### src/rtl/mluart_rx_fifo.sv
// rtl/mluart_rx_fifo.sv - UART receive byte FIFO, first-word-fall-through, edge-detected write strobe
// Optional overflow flag: define MLUART_RX_FIFO_OVF_EN to add clr_ovf/ovf.
module mluart_rx_fifo #(
    parameter int DEPTH_LOG2 = 4,
    parameter int DATA_WIDTH = 8
) (
    input  logic                  CLK_100MHZ,
    input  logic                  reset_n,
    input  logic                  wr_strobe,
    input  logic [DATA_WIDTH-1:0] wr_data,
    input  logic                  rd_ready,
    output logic                  rd_valid,
    output logic [DATA_WIDTH-1:0] rd_data,
    output logic                  full,
    output logic [DEPTH_LOG2:0]   count
`ifdef MLUART_RX_FIFO_OVF_EN
    ,
    input  logic                  clr_ovf,
    output logic                  ovf
`endif
);

    localparam int                    DEPTH     = 1 << DEPTH_LOG2;
    localparam logic [DEPTH_LOG2:0]   DEPTH_CNT = {1'b1, {DEPTH_LOG2{1'b0}}};
    localparam logic [DEPTH_LOG2:0]   CNT_ONE   = 1;
    localparam logic [DEPTH_LOG2-1:0] PTR_ONE   = 1;

    logic [DATA_WIDTH-1:0] mem_q [DEPTH];
    logic [DEPTH_LOG2-1:0] wr_ptr_q, wr_ptr_d;
    logic [DEPTH_LOG2-1:0] rd_ptr_q, rd_ptr_d;
    logic [DEPTH_LOG2:0]   count_q, count_d;
    logic                  strobe_prev_q;

    logic push_req;
    logic do_push;
    logic do_pop;
    logic is_full;
    logic is_empty;

    assign is_full  = (count_q == DEPTH_CNT);
    assign is_empty = (count_q == '0);

    // A long strobe is one byte: only its rising edge requests a push.
    assign push_req = wr_strobe & ~strobe_prev_q;
    assign do_pop   = ~is_empty & rd_ready;
    // When full, a push is only accepted if the head leaves on the same edge.
    assign do_push  = push_req & (~is_full | do_pop);

    assign rd_valid = ~is_empty;
    assign full     = is_full;
    assign count    = count_q;
    assign rd_data  = mem_q[rd_ptr_q];

    // Next-state for pointers and occupancy.
    always_comb begin
        wr_ptr_d = wr_ptr_q;
        rd_ptr_d = rd_ptr_q;
        count_d  = count_q;
        if (do_push) begin
            wr_ptr_d = wr_ptr_q + PTR_ONE;
        end
        if (do_pop) begin
            rd_ptr_d = rd_ptr_q + PTR_ONE;
        end
        if (do_push && !do_pop) begin
            count_d = count_q + CNT_ONE;
        end else if (do_pop && !do_push) begin
            count_d = count_q - CNT_ONE;
        end
    end

    // Control state; previous strobe resets high so a strobe held through reset is ignored.
    always_ff @(posedge CLK_100MHZ or negedge reset_n) begin
        if (!reset_n) begin
            wr_ptr_q      <= '0;
            rd_ptr_q      <= '0;
            count_q       <= '0;
            strobe_prev_q <= 1'b1;
        end else begin
            wr_ptr_q      <= wr_ptr_d;
            rd_ptr_q      <= rd_ptr_d;
            count_q       <= count_d;
            strobe_prev_q <= wr_strobe;
        end
    end

    // Byte storage, deliberately not reset; contents only matter behind valid pointers.
    always_ff @(posedge CLK_100MHZ) begin
        if (do_push) begin
            mem_q[wr_ptr_q] <= wr_data;
        end
    end

`ifdef MLUART_RX_FIFO_OVF_EN
    logic ovf_q;
    logic ovf_d;

    assign ovf = ovf_q;

    // Sticky overflow on a dropped push; a clear on the same edge wins.
    always_comb begin
        ovf_d = ovf_q;
        if (clr_ovf) begin
            ovf_d = 1'b0;
        end else if (push_req && !do_push) begin
            ovf_d = 1'b1;
        end
    end

    // Overflow flag register.
    always_ff @(posedge CLK_100MHZ or negedge reset_n) begin
        if (!reset_n) begin
            ovf_q <= 1'b0;
        end else begin
            ovf_q <= ovf_d;
        end
    end
`endif

endmodule

### config.mk
export PLATFORM = sky130hd
export DESIGN_NAME = mluart_rx_fifo
export DESIGN_NICKNAME = d
export VERILOG_FILES = /design/src/rtl/mluart_rx_fifo.sv
export SDC_FILE = /design/constraint.sdc
export NUM_CORES = 1
export LEC_CHECK = 0
export ABC_AREA = 1
export ABC_CLOCK_PERIOD_IN_PS = 2540
export CORE_MARGIN = 10
export CORE_UTILIZATION = 41
export DETAILED_ROUTE_END_ITERATION = 10
export PLACE_DENSITY = 0.63
export SLEW_MARGIN = 20
export SYNTH_ARGS = -nofsm -noshare
export SYNTH_HDL_FRONTEND = slang
export SYNTH_SLANG_ARGS = --single-unit
### constraint.sdc
create_clock -name CLK_100MHZ -period 2.54 [get_ports CLK_100MHZ]
set_input_delay 0.508 -clock CLK_100MHZ [delete_from_list [all_inputs] [get_ports CLK_100MHZ]]
set_output_delay 0.508 -clock CLK_100MHZ [all_outputs]
set_load 0.02 [all_outputs]
After elaboration in Yosys (flattened, before gate mapping) --
Memory sizes are Yosys's and may differ from the RTL's. Cells that the tools add are included. Widths: inputs -> output; s select.
Word-level totals: flip-flop bits (word level) 14, RAM bits 128, input bits 12, logic and storage cells 27, memories kept 1
Operators by class: add/sub/neg operators 4, equality and inequality tests 1, multiplexer cells 4, bitwise operators 7, reduce and logical (&&, ||, !) cells 6
Memory list:
- mem_q | words 16, width 8, rd ports 1, clocked after memory_dff 0, wr ports 1, line 28 | logic [DATA_WIDTH-1:0] mem_q [DEPTH];
Operators with widths (count):
- $mux 5 | 2
- $add 4x1->4 const B | 2
- $add 5x1->5 const B | 1
- $eq 5x5->1 const B | 1
- $logic_not 5->1 | 1
- $sub 5x1->5 const B | 1
- $and 1x1->1 | 3
- $not 1->1 | 3
- $logic_and 1x1->1 | 2
- $logic_not 1->1 | 2
- $mux 1 | 2
- $reduce_bool 2->1 | 1
- $or 1x1->1 | 1

Logic depth before layout (Yosys ltp) --
Gate-level depths: netlist of the first run.
depth after elaboration 9, mapped depth 16

Least setup slack after synthesis of the first run --
OpenSTA, ideal clock, no wires.
path kind register to register, start point reg count_q[0] (netlist: count[0]), end point reg count_q[4] (netlist: count[4]), data arrival time 2130 ps, required time 2424 ps, slack 293 ps, stages on the path, launching flop included 15, path buffers 1, period minus slack after synthesis 2247 ps, path through dfrtp_1 nor2_2 nand4_1 nand2_1 buf_2 inv_2 ha_1 inv_1 ha_1 nand2_1 nand3_1 nand3_1 nand2_1 nand2_1 nand2_1
On the way: cells in the longest elaborated chain, start to end 8, elaborated cells on any way between the ends 16, those cells by class add/sub: 2; eq/ne: 1; mux: 2; bitwise: 5; reduce/logical: 6
Ends and longest elaborated chain:
- start, declared | line 31 | logic [DEPTH_LOG2:0] count_q, count_d;
- start signal, assigned | line 82 | count_q <= count_d;
- $logic_not 5->1 | line 41 | assign is_empty = (count_q == '0);
- $not 1->1 | line 45 | assign do_pop = ~is_empty & rd_ready;
- $and 1x1->1 | line 45
- $or 1x1->1 * | line 47 | assign do_push = push_req & (~is_full | do_pop);
- $and 1x1->1 * | line 47
- named net do_push | line 35 | logic do_push;
- $logic_not 1->1 | line 67 | end else if (do_pop && !do_push) begin
- $logic_and 1x1->1 | line 67
- $reduce_bool 2->1 (no source line)
The timed path passes the listed nets; every way through them passes the cells marked *. The select of a mux whose other input is x is not followed. A chain may end at the register's enable or synchronous reset.

Worst setup path after layout of the first run --
start point reg rd_ptr_q[0], end point out rd_data[7]
On the way: cells in the longest elaborated chain, start to end 1
Ends and longest elaborated chain:
- start, declared | line 30 | logic [DEPTH_LOG2-1:0] rd_ptr_q, rd_ptr_d;
- start signal, assigned | line 81 | rd_ptr_q <= rd_ptr_d;
- $mem_v2 16x8
- end, declared | line 13 | output logic [DATA_WIDTH-1:0] rd_data,
No other way between the ends.

==> results of run 1 <==
==> where the power goes <==
part           leakage, nW  switching [mW]  internal [mW]
Combinational         1.61            2.07           1.09
Clock                0.262           0.912           1.41
Sequential            1.32           0.189           2.74
==> cell type report <==
type,instances,area [um2],share of cell area (%)
Tap cell,211,264.0,3.469
Inverter,72,276.5,3.634
Multi-Input combinational cell,395,1780,23.40
Sequential cell,142,4197,55.15
Clock inverter,15,127.6,1.677
Clock buffer,17,425.4,5.590
Timing Repair Buffer,59,539.3,7.086
==> per-layer routing <==
layer | wire length (um) | global-route usage, %
met4 | 340 | 6.117
met2 | 7274 | 24.35
met1 | 6575 | 18.32
met3 | 700 | 3.683
met5 | 0 | 0
==> synth_stat cells (9+ instances only) <==
master,count,area [um2]
sky130_fd_sc_hd__ha_1,9,112.6
sky130_fd_sc_hd__inv_1,46,172.7
sky130_fd_sc_hd__nor2_1,52,195.2
sky130_fd_sc_hd__inv_2,25,93.84
sky130_fd_sc_hd__nand2_1,241,904.6
sky130_fd_sc_hd__nor3_1,16,80.08
sky130_fd_sc_hd__dfrtp_1,13,325.3
sky130_fd_sc_hd__buf_2,15,75.07
sky130_fd_sc_hd__edfxtp_1,128,3844
sky130_fd_sc_hd__nand3_2,10,100.1
sky130_fd_sc_hd__nand3_1,51,255.2
==> cell usage in the layout (no fill, tap or decap) <==
cell                              Yosys  layout
sky130_fd_sc_hd__inv_4                0       2
sky130_fd_sc_hd__dfrtp_1             13      12
sky130_fd_sc_hd__inv_2               25      23
sky130_fd_sc_hd__nor2_1              52      52
sky130_fd_sc_hd__clkdlybuf4s50_1      0      18
sky130_fd_sc_hd__dfrtp_2              0       1
sky130_fd_sc_hd__clkbuf_2             0       2
sky130_fd_sc_hd__fa_1                 1       1
sky130_fd_sc_hd__buf_2               15       4
sky130_fd_sc_hd__buf_6                1       1
sky130_fd_sc_hd__xor2_1               2       2
sky130_fd_sc_hd__clkinv_2             1       3
sky130_fd_sc_hd__nor2_8               1       1
sky130_fd_sc_hd__clkinvlp_4           0       3
sky130_fd_sc_hd__nor3_1              16      16
sky130_fd_sc_hd__edfxtp_1           128     128
sky130_fd_sc_hd__dfstp_2              1       1
sky130_fd_sc_hd__inv_1               46      46
sky130_fd_sc_hd__xnor2_1              2       2
sky130_fd_sc_hd__clkdlybuf4s15_2      0       2
sky130_fd_sc_hd__nand2_1            241     241
sky130_fd_sc_hd__clkbuf_16            0      18
sky130_fd_sc_hd__clkinv_1             0       7
sky130_fd_sc_hd__buf_4                3      28
sky130_fd_sc_hd__nor2_2               1       1
sky130_fd_sc_hd__nand2_2              2       2
sky130_fd_sc_hd__nand3_2             10      10
sky130_fd_sc_hd__nand4_1              3       3
sky130_fd_sc_hd__buf_12               0       3
sky130_fd_sc_hd__o21ai_1              3       3
sky130_fd_sc_hd__bufinv_16            0       2
sky130_fd_sc_hd__ha_1                 9       9
sky130_fd_sc_hd__a21oi_1              1       1
sky130_fd_sc_hd__inv_6                0       1
sky130_fd_sc_hd__nand3_1             51      51
==> path summary, 6_finish.rpt <==
check,from,endpoint,slack (ns),cells past startpoint
setup reg to reg,count[0],count[4],0.41,12
max in group asynchronous,reset_n,rd_ptr_q[0],1.55,1
hold / removal,reset_n,count[2],0.50,1
hold reg to reg,count[3],count[3],0.55,2
setup / recovery,rd_ptr_q[0],rd_data[7],0.1,9
min in group CLK_100MHZ,wr_strobe,strobe_prev_q,0.52,1
==> cells by family (layout without fill, tap and decap cells) <==
logic type / after synthesis / in the layout / share of synthesized area, %
buffers and inverters: 96 / 163 / 6.426
flip-flops: 142 / 142 / 65.69
XOR/XNOR: 4 / 4 / 0.5487
adder cells (fa/ha/maj): 10 / 10 / 2.077
AO/OA/AOI/OAI: 4 / 4 / 0.3133
AND/OR/NAND/NOR: 377 / 377 / 24.94
==> stage by stage <==
step	power, mW	utilization (%)	instances	hold slack (ns)
global route	8.931	49.87	911	0.5325
finish	8.411	49.87	911	0.4982
floorplan	4.968	-	633	0.2124
global placement	6.106	46.16	877	0.5430
CTS	8.451	49.79	909	0.5097
detailed placement	6.180	46.16	877	0.5413
==> sequential cells by signal, summed over array words and instances (netlist names) <==
| register | flops |
|---|---|
| rd_ptr_q | 4 |
| count | 5 |
| wr_ptr_q | 4 |
| strobe_prev_q | 1 |
| mem_q | 128 |
==> worst register-to-register path: cells and delay by family (launching register included) <==
| kind | cells | cell delay (ns) |
|---|---|---|
| adders and majority gates | 2 | 0.56 |
| and+or+nand+nor | 9 | 0.90 |
| buffers and inverters | 1 | 0.11 |
| DFF | 1 | 0.47 |
==> repair_timing <==
item	in CTS	in global routing
hold buffers	0	0
endpoints found under the setup margin	8	7
gates resized for setup	23	9
pin swaps	0	1
gates cloned	0	1
buffers inserted	0	1
==> implementation parameters, run 1 <==
Parameter                              Value

Run status
  Status ... finished, final reports clean

Yosys
  Synthesized area per cell ... 10.09 um2
  Share of async-settable or async-resettable flops after synthesis ... 9.859%
  EDFF count, synth ... 128
  Post-synth cell types ... 27
  Synthesized netlist net count ... 655
  Top flip-flop cell by instance count after synthesis ... sky130_fd_sc_hd__edfxtp_1
  Yosys synthesis warning count ... 0
  Register area share after synthesis ... 65.69%
  Post-synth design cell area ... 6386 um2
  Register bit total from synthesis ... 142
  Count of mapped cells out of synthesis ... 633

Cells and area
  Layout overhead on the synthesized area ... 19.16%
  Post-layout nets ... 709
  Final standard cell area without fillers ... 7610 um2
  Fraction of final layout cells sized beyond drive strength 1 ... 15.43%
  Total of fill cells in the finished design ... 1374
  N_diodes ... 0

Global route
  Final global-route overflow total ... 0
  Number of global-route vias before repair ... 4342
  Largest net degree at the start of global routing ... 39
  First-pass GRT wire length ... 23310 um
  Initial antenna violation count ... 0
  Overall track demand over capacity in global routing ... 14.84%

STA
  Final count of hold timing violations ... 0
  Portion of the clock cycle consumed by the worst path in the final layout ... 96.26%
  Measured slew at the worst slew-check pin ... 0.7744 ns
  Final setup violation count ... 0
  Total negative setup slack ... 0 ns
  Final count of pins violating max slew ... 0
  Shortest clock period the worst path allows after layout ... 2.445 ns
  FMAX ... 0.4090 GHz
  RSZ-0062 raised after global routing ... true
  Worst-case clock skew ... 0.007831 ns
  Min setup slack post-route ... 0.09502 ns
  Remaining max-slew budget at the tightest pin ... 48.21%

Clocking
  Clock-pin slew of the registers on the worst-case setup and hold paths ... 0.06 ns
  Clock latency on the worst-skew pair ... 0.42 ns
  TritonCTS clock tree ... yes
  Worst-case clock buffer depth ... 2
  Clock buffer count from CTS ... 17
  CTS sink count ... 142
  Number of H-tree levels ... 4
  CTS root buf ... sky130_fd_sc_hd__clkbuf_16

Die
  I/O pin cnt ... 27
  Initial Util ... 41.85%
  Die outline area ... 20970 um2
  Horiz. Die Dim ... 144.8 um
  Core outline area ... 15260 um2
  Height of the die ... 144.8 um
  Standard-cell rows ... 45

Critical path
  Cell occurring most often along the worst timing path ... sky130_fd_sc_hd__nand2_1
  Worst path cell trace ... inv_4, buf_12, nand2_1, nand2_1, nand2_1, nand3_1, nand2_1, nand2_1, clkdlybuf4s15_2
  Critical Path AT ... 1.94 ns
  Combined buffer and inverter count along the critical path ... 3
  Standard cell with the maximum stage delay on the critical path ... sky130_fd_sc_hd__dfrtp_2
  Worst setup SP type ... flop
  Critical-path maximum fanout ... 19
  Setup CP Type ... reg2out
  Type of destination of the critical path ... primary output
  WP data required ... 2.03 ns
  Maximum cell stage delay along the critical path ... 0.49 ns
  Crit path max-delay family ... buffers and inverters

Flow run
  Max Cap Viol ... 0

Routing
  Detailed router's first-iteration violation count ... 345
  Number of nets with antenna violations after detailed routing ... 0
  Detailed-route wire length per cell ... 16.34 um
  Routed wire length ... 14890 um
  Vias after detailed routing ... 4344
  Via-to-Cell Ratio ... 4.768
  DRC viols ... 0
  1st-pass router iterations ... 6

Placed design
  Weighted congestion reported at the end of routability-driven placement ... 0.8090
  IO buf count ... 26
  Placed instance area ... 7043 um2
  DP HPWL ... 9638 um
  Pre-CTS setup slack ... 0.07413 ns

Pwr
  Max IR drop VDD ... 0.6850 mV
  Areal power density over the cells ... 1105 nW/um2
  Leakage dissipation ... 3.192 nW

Hold path
  Tightest Hold Check Type ... in2async
Power figures use the tool's default switching activity.
==> run 2: changes to the inputs <==
--- a/config.mk
+++ b/config.mk
@@ -9,6 +9,7 @@
 export ABC_CLOCK_PERIOD_IN_PS = 2540
 export CORE_MARGIN = 10
 export CORE_UTILIZATION = 41
+export CTS_CLUSTER_SIZE = 14
 export DETAILED_ROUTE_END_ITERATION = 10
 export PLACE_DENSITY = 0.63
 export SLEW_MARGIN = 20
==> results of run 2 <==
The final DEF is identical to that of run 1; final timing and power are the same.
==> run 3: changes to the inputs <==
--- a/config.mk
+++ b/config.mk
@@ -5,13 +5,13 @@
 export SDC_FILE = /design/constraint.sdc
 export NUM_CORES = 1
 export LEC_CHECK = 0
-export ABC_AREA = 1
 export ABC_CLOCK_PERIOD_IN_PS = 2540
+export CORE_ASPECT_RATIO = 1.4
 export CORE_MARGIN = 10
-export CORE_UTILIZATION = 41
+export CORE_UTILIZATION = 45
 export CTS_CLUSTER_SIZE = 14
 export DETAILED_ROUTE_END_ITERATION = 10
-export PLACE_DENSITY = 0.63
+export PLACE_DENSITY = 0.67
 export SLEW_MARGIN = 20
 export SYNTH_ARGS = -nofsm -noshare
 export SYNTH_HDL_FRONTEND = slang
==> run 3 against run 2 <==
  * The flow now finishes with violations (setup timing)
  * Final cell count fell by 37%
  * Core utilization grew 9.4 points
  * Hold slack worse by 0.013 ns
  * Cell area down 3.2%
  * Die area fell by 15%
  * Clock power grew 2%
  * Power grew 3.6%
  * Critical endpoint is now rd_data[2]
  * Area after synthesis decreased by 9.5%
  * Sequential power rose by 2%
==> implementation parameters, run 3 <==
Parameter                              Value

Pwr
  Leakage dissipation ... 2.675 nW (was 3.192 nW)
  Areal power density over the cells ... 1183 nW/um2 (was 1105 nW/um2)
  Max IR drop VDD ... 0.5939 mV (was 0.6850 mV)

Routing
  1st-pass router iterations ... 5 (was 6)
  DRC viols ... 0 (unchanged)
  Routed wire length ... 12050 um (was 14890 um)
  Detailed router's first-iteration violation count ... 223 (was 345)
  Detailed-route wire length per cell ... 21.14 um (was 16.34 um)
  Number of nets with antenna violations after detailed routing ... 0 (unchanged)
  Via-to-Cell Ratio ... 5.511 (was 4.768)
  Vias after detailed routing ... 3141 (was 4344)

Yosys
  Most frequent cell after synthesis ... sky130_fd_sc_hd__edfxtp_1 (was sky130_fd_sc_hd__nand2_1)
  EDFF count, synth ... 128 (unchanged)
  Cell taking the most area after synthesis ... sky130_fd_sc_hd__edfxtp_1 (unchanged)
  Synthesized netlist net count ... 343 (was 655)
  Register bit total from synthesis ... 142 (unchanged)
  Area fraction of the dominant cell type after synthesis ... 66.49% (was 60.19%)
  Post-synth cell types ... 32 (was 27)
  Top flip-flop cell by instance count after synthesis ... sky130_fd_sc_hd__edfxtp_1 (unchanged)
  Share of async-settable or async-resettable flops after synthesis ... 9.859% (unchanged)
  Area contributors post-synth ... sky130_fd_sc_hd__edfxtp_1, sky130_fd_sc_hd__mux4_2, sky130_fd_sc_hd__mux2i_1 (was sky130_fd_sc_hd__edfxtp_1, sky130_fd_sc_hd__nand2_1, sky130_fd_sc_hd__dfrtp_1)
  Count of mapped cells out of synthesis ... 321 (was 633)
  Post-synth design cell area ... 5781 um2 (was 6386 um2)
  Register area share after synthesis ... 72.58% (was 65.69%)
  Yosys synthesis warning count ... 0 (unchanged)
  Synthesized area per cell ... 18.01 um2 (was 10.09 um2)
  Synth top cells by count ... sky130_fd_sc_hd__edfxtp_1, sky130_fd_sc_hd__mux2i_1, sky130_fd_sc_hd__nand2_1 (was sky130_fd_sc_hd__nand2_1, sky130_fd_sc_hd__edfxtp_1, sky130_fd_sc_hd__nor2_1)

Placed design
  DP HPWL ... 8003 um (was 9638 um)
  IO buf count ... 26 (unchanged)
  Pre-CTS setup slack ... -0.2308 ns (was 0.07413 ns)
  Cell count after placement ... 531 (was 877)
  Weighted congestion reported at the end of routability-driven placement ... 0.7966 (was 0.8090)

STA
  Final count of hold timing violations ... 0 (unchanged)
  Measured slew at the worst slew-check pin ... 0.6484 ns (was 0.7744 ns)
  Portion of the clock cycle consumed by the worst path in the final layout ... 107.0% (was 96.26%)
  RSZ-0062 raised after global routing ... true (unchanged)
  Final setup violation count ... 8 (was 0)
  FMAX ... 0.3680 GHz (was 0.4090 GHz)
  Smallest hold slack ... 0.4855 ns (was 0.4982 ns)
  Total negative setup slack ... -0.8241 ns (was 0 ns)
  Min setup slack post-route ... -0.1772 ns (was 0.09502 ns)
  Remaining max-slew budget at the tightest pin ... 56.64% (was 48.21%)
  Final count of pins violating max slew ... 0 (unchanged)
  Worst-case clock skew ... 0.01157 ns (was 0.007831 ns)
  Shortest clock period the worst path allows after layout ... 2.717 ns (was 2.445 ns)

Cells and area
  Max FFs per register ... 128 (unchanged)
  Reg with most FFs ... mem_q (unchanged)
  Final std cells w/o fill ... 570 (was 911)
  Post-layout nets ... 429 (was 709)
  Register Area ... 4204 um2 (was 4197 um2)
  Layout overhead on the synthesized area ... 27.49% (was 19.16%)
  Commonest cells after routing, fill and taps aside ... sky130_fd_sc_hd__edfxtp_1, sky130_fd_sc_hd__buf_4, sky130_fd_sc_hd__mux2i_1 (was sky130_fd_sc_hd__nand2_1, sky130_fd_sc_hd__edfxtp_1, sky130_fd_sc_hd__nor2_1)
  N_diodes ... 0 (unchanged)
  Most common cell after layout, fill and taps aside ... sky130_fd_sc_hd__edfxtp_1 (was sky130_fd_sc_hd__nand2_1)
  Final cell utilization of the core ... 59.28% (was 49.87%)
  Fraction of final layout cells sized beyond drive strength 1 ... 34.05% (was 15.43%)
  Area used by multi-input combinational logic ... 1578 um2 (was 1780 um2)
  Total of fill cells in the finished design ... 915 (was 1374)

Clocking
  Clock buffer count from CTS ... 17 (unchanged)
  Number of H-tree levels ... 4 (unchanged)
  Clock-pin slew of the registers on the worst-case setup and hold paths ... 0.06 ns (about the same)
  CTS root buf ... sky130_fd_sc_hd__clkbuf_16 (unchanged)
  TritonCTS clock tree ... yes (unchanged)
  CTS sink count ... 142 (unchanged)
  Clock latency on the worst-skew pair ... 0.42 ns (about the same)
  Worst-case clock buffer depth ... 2 (unchanged)

Global route
  Final global-route overflow total ... 0 (unchanged)
  Largest net degree at the start of global routing ... 18 (was 39)
  Overall track demand over capacity in global routing ... 14.21% (was 14.84%)
  Number of global-route vias before repair ... 3406 (was 4342)
  First-pass GRT wire length ... 18960 um (was 23310 um)
  Initial antenna violation count ... 0 (unchanged)

Die
  Core outline area ... 12430 um2 (was 15260 um2)
  Initial Util ... 46.50% (was 41.85%)
  Standard-cell rows ... 48 (was 45)
  Horiz. Die Dim ... 115.8 um (was 144.8 um)
  Height of the die ... 154.1 um (was 144.8 um)
  Die outline area ... 17840 um2 (was 20970 um2)
  I/O pin cnt ... 27 (unchanged)

Critical path
  WP data required ... 2.03 ns (about the same)
  Critical-path maximum fanout ... 7 (was 19)
  Critical Path AT ... 2.21 ns (was 1.94 ns)
  Worst path cell trace ... buf_6, buf_16, mux2i_1, a221oi_2, o21ai_1, nand2_1, buf_6 (was inv_4, buf_12, nand2_1, nand2_1, nand2_1, nand3_1, nand2_1, nand2_1, clkdlybuf4s15_2)
  Crit path max-delay family ... flip-flops (was buffers and inverters)
  Standard cell with the maximum stage delay on the critical path ... sky130_fd_sc_hd__dfrtp_4 (was sky130_fd_sc_hd__dfrtp_2)
  Type of destination of the critical path ... primary output (unchanged)
  Worst setup SP type ... flop (unchanged)
  Cell occurring most often along the worst timing path ... sky130_fd_sc_hd__buf_6 (was sky130_fd_sc_hd__nand2_1)
  Combined buffer and inverter count along the critical path ... 3 (unchanged)
  Setup CP Type ... reg2out (unchanged)
  Maximum cell stage delay along the critical path ... 0.58 ns (was 0.49 ns)

Hold path
  Tightest Hold Check Type ... in2async (unchanged)

Run status
  Violated checks ... setup timing
  Status ... finished, violations left (was finished, final reports clean)

Flow run
  Max Cap Viol ... 0 (unchanged)
==> run 3: power by group <==
part | total, mW | switching (mW) | leakage (nW) | internal [mW]
combinational | 3.34 | 1.66 | 1.09 | 1.68
sequential | 3.00 | 0.219 | 1.31 | 2.78
clock | 2.38 | 0.931 | 0.271 | 1.45
total | 8.72 | 2.81 | 2.68 | 5.91
==> run 3: cell type report <==
type	count	share of cell area (%)
sequential	142	57.05
tap	150	2.547
timing repair buffer	84	10.92
clock inverter	13	1.902
inverter	6	0.3056
multi-input combinational	156	21.41
clock buffer	19	5.874
==> run 3: what timing repair did <==
item,CTS,global route
setup buffers,4,1
cloned,3,0
setup endpoints to repair,9,11
pin swaps,17,13
gates resized for setup,66,19
hold buffers,0,0
==> run 3: final timing paths <==
check | startpoint | to | slack [ns] | depth (start not counted)
hold / removal | reset_n | count[4] | 0.49 | 1
min in group CLK_100MHZ | wr_strobe | strobe_prev_q | 0.53 | 1
hold reg to reg | count[0] | count[0] | 0.58 | 1
max in group asynchronous | reset_n | rd_ptr_q[0] | 1.57 | 1
setup / recovery | rd_ptr_q[0] | rd_data[2] | -0.18 | 7
setup reg to reg | count[2] | count[4] | 0.14 | 11
==> run 3: layer usage <==
metal	vias to the layer above	global-route usage [%]	share of wire [%]
met5	-	0	0
met4	0	5.499	2.0
met3	22	3.699	3.5
met2	78	24.59	54
met1	1591	16.24	40
li1	1450	-	-
==> run 3: cell families (layout without fill, tap and decap cells) <==
| kind of cell | Yosys count | after routing | synth area share (%) |
|---|---|---|---|
| flops | 142 | 142 | 72.58 |
| fa+ha+maj | 10 | 10 | 2.294 |
| buf+inv | 23 | 122 | 2.294 |
| mux | 51 | 51 | 12.34 |
| compound gates | 40 | 40 | 5.303 |
| xor+xnor | 10 | 10 | 1.515 |
| simple gates | 45 | 45 | 3.680 |
==> run 3: through the flow <==
step / cell area [um2] / power [mW]
after floorplan: 5797 / 4.779
after global placement: 6544 / 5.830
after detailed placement: 6544 / 5.880
after CTS: 7335 / 8.698
after global routing: 7370 / 9.137
final: 7370 / 8.717
